[config.mk]
export PLATFORM = sky130hd
export DESIGN_NAME = sweep_gen
export DESIGN_NICKNAME = d
export VERILOG_FILES = /design/src/rtl/hlsm_pkg.sv /design/src/rtl/sweep_datapath.sv /design/src/rtl/sweep_gen.sv
export SDC_FILE = /design/constraint.sdc
export NUM_CORES = 1
export LEC_CHECK = 0
export ABC_AREA = 1
export ABC_CLOCK_PERIOD_IN_PS = 5760
export BUFFER_PORTS_ARGS = -buffer_cell sky130_fd_sc_hd__buf_2
export CORE_ASPECT_RATIO = 0.5
export CORE_UTILIZATION = 50
export CTS_CLUSTER_SIZE = 14
export DETAILED_ROUTE_END_ITERATION = 10
export PLACE_DENSITY = 0.69
export SLEW_MARGIN = 15
export SYNTH_ARGS = -nofsm -noshare
export SYNTH_HDL_FRONTEND = slang
export SYNTH_HIERARCHICAL = 1
export SYNTH_SLANG_ARGS = --single-unit
[constraint.sdc]
create_clock -name clk -period 5.76 [get_ports clk]
set_input_delay 1.152 -clock clk [delete_from_list [all_inputs] [get_ports clk]]
set_output_delay 1.152 -clock clk [all_outputs]
set_load 0.02 [all_outputs]
[src/rtl/hlsm_pkg.sv]
// Shared definitions for the sweep generator controller/datapath pair:
// FSM state encoding and the default sample width.
package hlsm_pkg;

  localparam int unsigned DEFAULT_WIDTH = 32;

  typedef enum logic [2:0] {
    IDLE,
    LOAD,
    UP,
    DOWN,
    DONE
  } state_t;

endpackage

[src/rtl/sweep_datapath.sv]
// Sweep datapath: bound/step/current registers, extended-width add/sub with
// clamping to [min, max], and the status flags consumed by the controller.
module sweep_datapath
  import hlsm_pkg::*;
#(
  parameter int unsigned WIDTH = DEFAULT_WIDTH
) (
  input  logic             clk,
  input  logic             rst,
  input  logic             i_capture,
  input  logic             i_load,
  input  logic             i_inc,
  input  logic             i_dec,
  input  logic [WIDTH-1:0] i_min,
  input  logic [WIDTH-1:0] i_max,
  input  logic [WIDTH-1:0] i_step,
  output logic [WIDTH-1:0] o_cur,
  output logic             cur_eq_max,
  output logic             cur_eq_min,
  output logic             min_gt_max
);

  // Two guard bits: one for sign extension, one because an unsigned step can
  // reach 2^WIDTH-1, so cur+step spans more than WIDTH+1 signed bits.
  localparam int unsigned XW = WIDTH + 2;

  logic signed [WIDTH-1:0] r_cur;
  logic signed [WIDTH-1:0] r_min;
  logic signed [WIDTH-1:0] r_max;
  logic        [WIDTH-1:0] r_step;

  logic        [WIDTH-1:0] w_step_in;
  logic signed [XW-1:0]    w_cur_x;
  logic signed [XW-1:0]    w_min_x;
  logic signed [XW-1:0]    w_max_x;
  logic signed [XW-1:0]    w_step_x;
  logic signed [XW-1:0]    w_sum;
  logic signed [XW-1:0]    w_diff;
  logic signed [WIDTH-1:0] w_up;
  logic signed [WIDTH-1:0] w_dn;

  always_comb begin
    w_step_in = (i_step == '0) ? WIDTH'(1) : i_step;
  end

  always_comb begin
    w_cur_x  = {{2{r_cur[WIDTH-1]}}, r_cur};
    w_min_x  = {{2{r_min[WIDTH-1]}}, r_min};
    w_max_x  = {{2{r_max[WIDTH-1]}}, r_max};
    w_step_x = {2'b00, r_step};
    w_sum    = w_cur_x + w_step_x;
    w_diff   = w_cur_x - w_step_x;
    w_up     = (w_sum > w_max_x)  ? r_max : w_sum[WIDTH-1:0];
    w_dn     = (w_diff < w_min_x) ? r_min : w_diff[WIDTH-1:0];
  end

  always_ff @(posedge clk or posedge rst) begin
    if (rst) begin
      r_min  <= '0;
      r_max  <= '0;
      r_step <= '0;
    end else if (i_capture) begin
      r_min  <= i_min;
      r_max  <= i_max;
      r_step <= w_step_in;
    end
  end

  always_ff @(posedge clk or posedge rst) begin
    if (rst) begin
      r_cur <= '0;
    end else if (i_load) begin
      r_cur <= r_min;
    end else if (i_inc) begin
      r_cur <= w_up;
    end else if (i_dec) begin
      r_cur <= w_dn;
    end
  end

  always_comb begin
    o_cur      = r_cur;
    cur_eq_max = (r_cur == r_max);
    cur_eq_min = (r_cur == r_min);
    min_gt_max = (r_min > r_max);
  end

endmodule

[src/rtl/sweep_gen.sv]
// Triangular sweep generator: emits min..max..min in step increments over a
// valid/ready stream, with an error flag for inverted bounds.
module sweep_gen
  import hlsm_pkg::*;
#(
  parameter int unsigned WIDTH = DEFAULT_WIDTH
) (
  input  logic             clk,
  input  logic             rst,
  input  logic             start,
  input  logic [WIDTH-1:0] min,
  input  logic [WIDTH-1:0] max,
  input  logic [WIDTH-1:0] step,
  output logic [WIDTH-1:0] out,
  output logic             out_valid,
  input  logic             out_ready,
  output logic             busy,
  output logic             done,
  output logic             err
);

  state_t r_state;
  state_t w_next;
  logic   r_err;

  logic             w_emit;
  logic             w_xfer;
  logic             w_capture;
  logic             w_load;
  logic             w_inc;
  logic             w_dec;
  logic [WIDTH-1:0] w_cur;
  logic             w_cur_eq_max;
  logic             w_cur_eq_min;
  logic             w_min_gt_max;

  sweep_datapath #(
    .WIDTH(WIDTH)
  ) u_datapath (
    .clk        (clk),
    .rst        (rst),
    .i_capture  (w_capture),
    .i_load     (w_load),
    .i_inc      (w_inc),
    .i_dec      (w_dec),
    .i_min      (min),
    .i_max      (max),
    .i_step     (step),
    .o_cur      (w_cur),
    .cur_eq_max (w_cur_eq_max),
    .cur_eq_min (w_cur_eq_min),
    .min_gt_max (w_min_gt_max)
  );

  always_ff @(posedge clk or posedge rst) begin
    if (rst) begin
      r_state <= IDLE;
    end else begin
      r_state <= w_next;
    end
  end

  always_ff @(posedge clk or posedge rst) begin
    if (rst) begin
      r_err <= 1'b0;
    end else if (r_state == LOAD) begin
      r_err <= w_min_gt_max;
    end
  end

  always_comb begin
    w_emit = (r_state == UP) || (r_state == DOWN);
    w_xfer = w_emit && out_ready;
  end

  always_comb begin
    w_next = r_state;
    unique case (r_state)
      IDLE: if (start) w_next = LOAD;
      LOAD: w_next = w_min_gt_max ? DONE : UP;
      UP: begin
        if (w_xfer && w_cur_eq_max) begin
          w_next = w_cur_eq_min ? DONE : DOWN;
        end
      end
      DOWN: if (w_xfer && w_cur_eq_min) w_next = DONE;
      DONE: w_next = IDLE;
      default: w_next = IDLE;
    endcase
  end

  // At the peak cur==max, so stepping down from cur equals max-step.
  always_comb begin
    w_capture = (r_state == IDLE) && start;
    w_load    = (r_state == LOAD);
    w_inc     = (r_state == UP) && w_xfer && !w_cur_eq_max;
    w_dec     = ((r_state == UP) && w_xfer && w_cur_eq_max && !w_cur_eq_min) ||
                ((r_state == DOWN) && w_xfer && !w_cur_eq_min);
    out       = w_emit ? w_cur : '0;
    out_valid = w_emit;
    busy      = (r_state == LOAD) || w_emit;
    done      = (r_state == DONE);
    err       = r_err;
  end

endmodule

==> flow_metrics.tcl <==
set metrics [dict create \
    area.growth.synth_to_final_pct 11.6 \
    core_area_mm2 0.0281 \
    io_pins 136 \
    multi_input_area_mm2 0.00937 \
    numCtsBuffers 17 \
    ys_seq_area_share_pct 22.7 \
    status "finished clean" \
    cts_hold_buf 0 \
    rsz0062_at_grt "false" \
    skew_ns 0.0117 \
    setup_tns_ns 0 \
    cts_buffer_depth 2 \
    post_cts_resized 0 \
    drc 0 \
    maxCapViolCount 0 \
    synthCells 2333 \
    via_per_inst 5.92 \
    nets 2711 \
    clock-sinks 132 \
    die_h_um 123 \
    via_count 16800 \
    finalSetupViolations 0 \
    relSlewSlack_pct 32.9 \
    initial_core_util_pct 51.6 \
    antenna_found_initial 0 \
    drive_gt1_share_pct 9.28 \
    netlist.area_leader.share_pct 22.7 \
    cts_setup_buffers 0 \
    htreeDepth 4 \
    synth_warnings 6 \
    synthFlopType "dfrtp_1" \
    insertion_delay_ns 0.46 \
    postSynthNetCount 2599 \
    tritoncts "built" \
    cpMostUsedCell "nand2_1" \
    grt_pass1_wl_um 92700 \
    drt_iter0_drc 2727 \
    port_buffers 135 \
    async_reset_ff_share_pct 100 \
    syn_area_mm2 0.0145 \
    yosys-top-cells-area "dfrtp_1 (23%), nand2_1 (18%), ha_1 (14%)" \
    crit_slowest_cell "xor2_1" \
    critical-path-top-delay-family "simple AND/OR/NAND/NOR gates" \
    die_w_um 243 \
    cts-root-buf "clkbuf_16" \
    critPathMaxFanout 32 \
    worst_pin_slew_ns 1.01 \
    maxSlewViolCount 0 \
    start_kind "flip-flop" \
    rows 43 \
    slowest_delay_ns 0.74 \
    ys_seq_elements 132 \
    crit_required_ns 6.11 \
    first_pass_iters 6 \
    grt_overflow 0 \
    finalHoldViolations 0 \
    diodes 0 \
    grt_pass1_vias 14600 \
    finalCritPeriodShare_pct 90.4 \
    endpoint_kind "flip-flop" \
    crit_buf_inv 2 \
    fill_cells 2932 \
    regArea_mm2 0.00330 \
    wl_um 64700 \
    synth_edf_count 0 \
    gp_congestion 1.08 \
    crit_arrival_ns 5.56 \
    grt_max_degree 82 \
    ant_nets 0 \
    grt_use_total_pct 43.3 \
    wl_per_cell_um 22.8 \
    criticalPathCategory "flip-flop to flip-flop" \
    max_clock_freq_ghz 0.192 \
    hold_path_class "flip-flop to flip-flop" \
    synth.distinct_cells 39 \
    fin_crit_ns 5.21 \
    syn_area_per_cell_um2 6.22 \
    yosys.area.top_type "dfrtp_1" \
    path_clk_slew_ns 0.07 \
    dp_hpwl_um 52300 \
    dieArea_mm2 0.0298 \
]
==> worst register-to-register path: stages, from the launching register on <==
cell and delay, ns:
dfrtp_1 0.62, ha_1 0.34, o21ai_0 0.61, nand3_1 0.14, nand2_1 0.20, nand2_1 0.07
nand2_1 0.14, xor2_1 0.74, inv_1 0.13, ha_1 0.33, nand2_1 0.07, nor2_1 0.21
nand3_1 0.16, nor2_1 0.12, nor2_1 0.05, nand2_1 0.06, nand2_1 0.06, nand2_1 0.06
nand2_1 0.06, nand3_1 0.07, buf_4 0.40, nand2_1 0.12, nand3_1 0.09, nand3_1 0.07
nand2_1 0.11, nand2_1 0.06
==> kinds of logic after synthesis <==
family / Yosys count / share of synthesized area [%]
xor gates and xnor gates: 68 / 4.10
AOI/OAI and AO/OA: 337 / 12.4
and+or+nand+nor: 1149 / 33.4
buffers and inverters: 481 / 12.9
DFF: 132 / 22.7
adders and majority gates: 166 / 14.4
==> routing by layer <==
metal	track usage, %	wire, um	part of all wire, %
met1	63.3	29000	45
met4	8.96	1080	1.7
met2	52.5	22500	35
met3	23.6	11800	18
met5	8.99	350	0.54
==> cell usage in the layout, fill, tap and decap left out, types with 3 or more instances in the layout <==
cell type   count
nor3_1         21
buf_4          44
nor2_2         10
a21oi_1       142
nor4_1         17
inv_2           3
clkinv_4        3
clkinvlp_4      3
clkbuf_16      17
nor2_4          3
a221oi_1       14
inv_6           3
o21a_1          3
nand2_1       678
o21ai_0       146
inv_1         390
ha_1          164
xor2_1         67
nand3_1       198
o21ai_1         3
buf_2         135
nor2_1        148
o21bai_1        7
nand4_1        62
and2_1          5
dfrtp_1       132
o22ai_1        12
a21o_1          6
==> flip-flops by register name, indices dropped and copies added (netlist names) <==
register and flops:
u_datapath/r_step 32, err 1, u_datapath/o_cur 32, u_datapath/r_min 32, r_state 3, u_datapath/r_max 32
==> through the flow <==
stage	std cells	hold WS (ns)	utilization [%]	setup slack, ns	instance area, um^2
2_1_floorplan	2333	0.522	-	1.20	14500
3_3_place_gp	2808	0.526	55.7	1.04	15700
3_5_place_dp	2808	0.527	55.7	1.07	15700
4_1_cts	2838	0.542	57.6	1.04	16200
5_1_grt	2838	0.575	57.6	0.444	16200
6_report	2838	0.537	57.6	0.552	16200
==> area by class of cell <==
type	instances	share of cell area [%]
inverter	394	9.15
tap	382	2.95
multi-input combinational	1720	57.8
clock buffer	19	2.73
timing repair buffer	180	6.33
sequential	132	20.4
clock inverter	11	0.656
==> Yosys cell counts, types with 2 or more instances <==
| cell type | n |
|---|---|
| buf_1 | 4 |
| nand4_1 | 62 |
| nor2_2 | 10 |
| dfrtp_1 | 132 |
| nor2_1 | 150 |
| o22ai_1 | 12 |
| a21o_1 | 6 |
| o21bai_1 | 7 |
| ha_1 | 164 |
| o21ai_1 | 3 |
| and2_1 | 5 |
| clkbuf_1 | 57 |
| o21a_1 | 3 |
| nand2_1 | 678 |
| inv_2 | 3 |
| xor2_1 | 67 |
| buf_2 | 20 |
| inv_1 | 391 |
| nor4_1 | 17 |
| buf_6 | 5 |
| fa_1 | 2 |
| or4_1 | 2 |
| o21ai_0 | 146 |
| nand3_1 | 198 |
| a21oi_1 | 142 |
| nor3_1 | 21 |
| a221oi_1 | 14 |
==> path summary, 6_finish.rpt <==
kind | depth (start not counted) | start | slack, ns | endpoint
setup reg to reg | 25 | u_datapath/o_cur[1] | 0.55 | u_datapath/o_cur[16]
hold / removal | 1 | err | 0.54 | err
setup / recovery | 25 | u_datapath/o_cur[1] | 0.55 | u_datapath/o_cur[16]
max in group asynchronous | 3 | rst | 3.63 | u_datapath/r_step[12]
min in group asynchronous | 2 | rst | 0.61 | r_state[1]
hold reg to reg | 1 | err | 0.54 | err
Power is not shown: default switching activity piles up to over one toggle a cycle in this logic, so the estimate is an artifact.
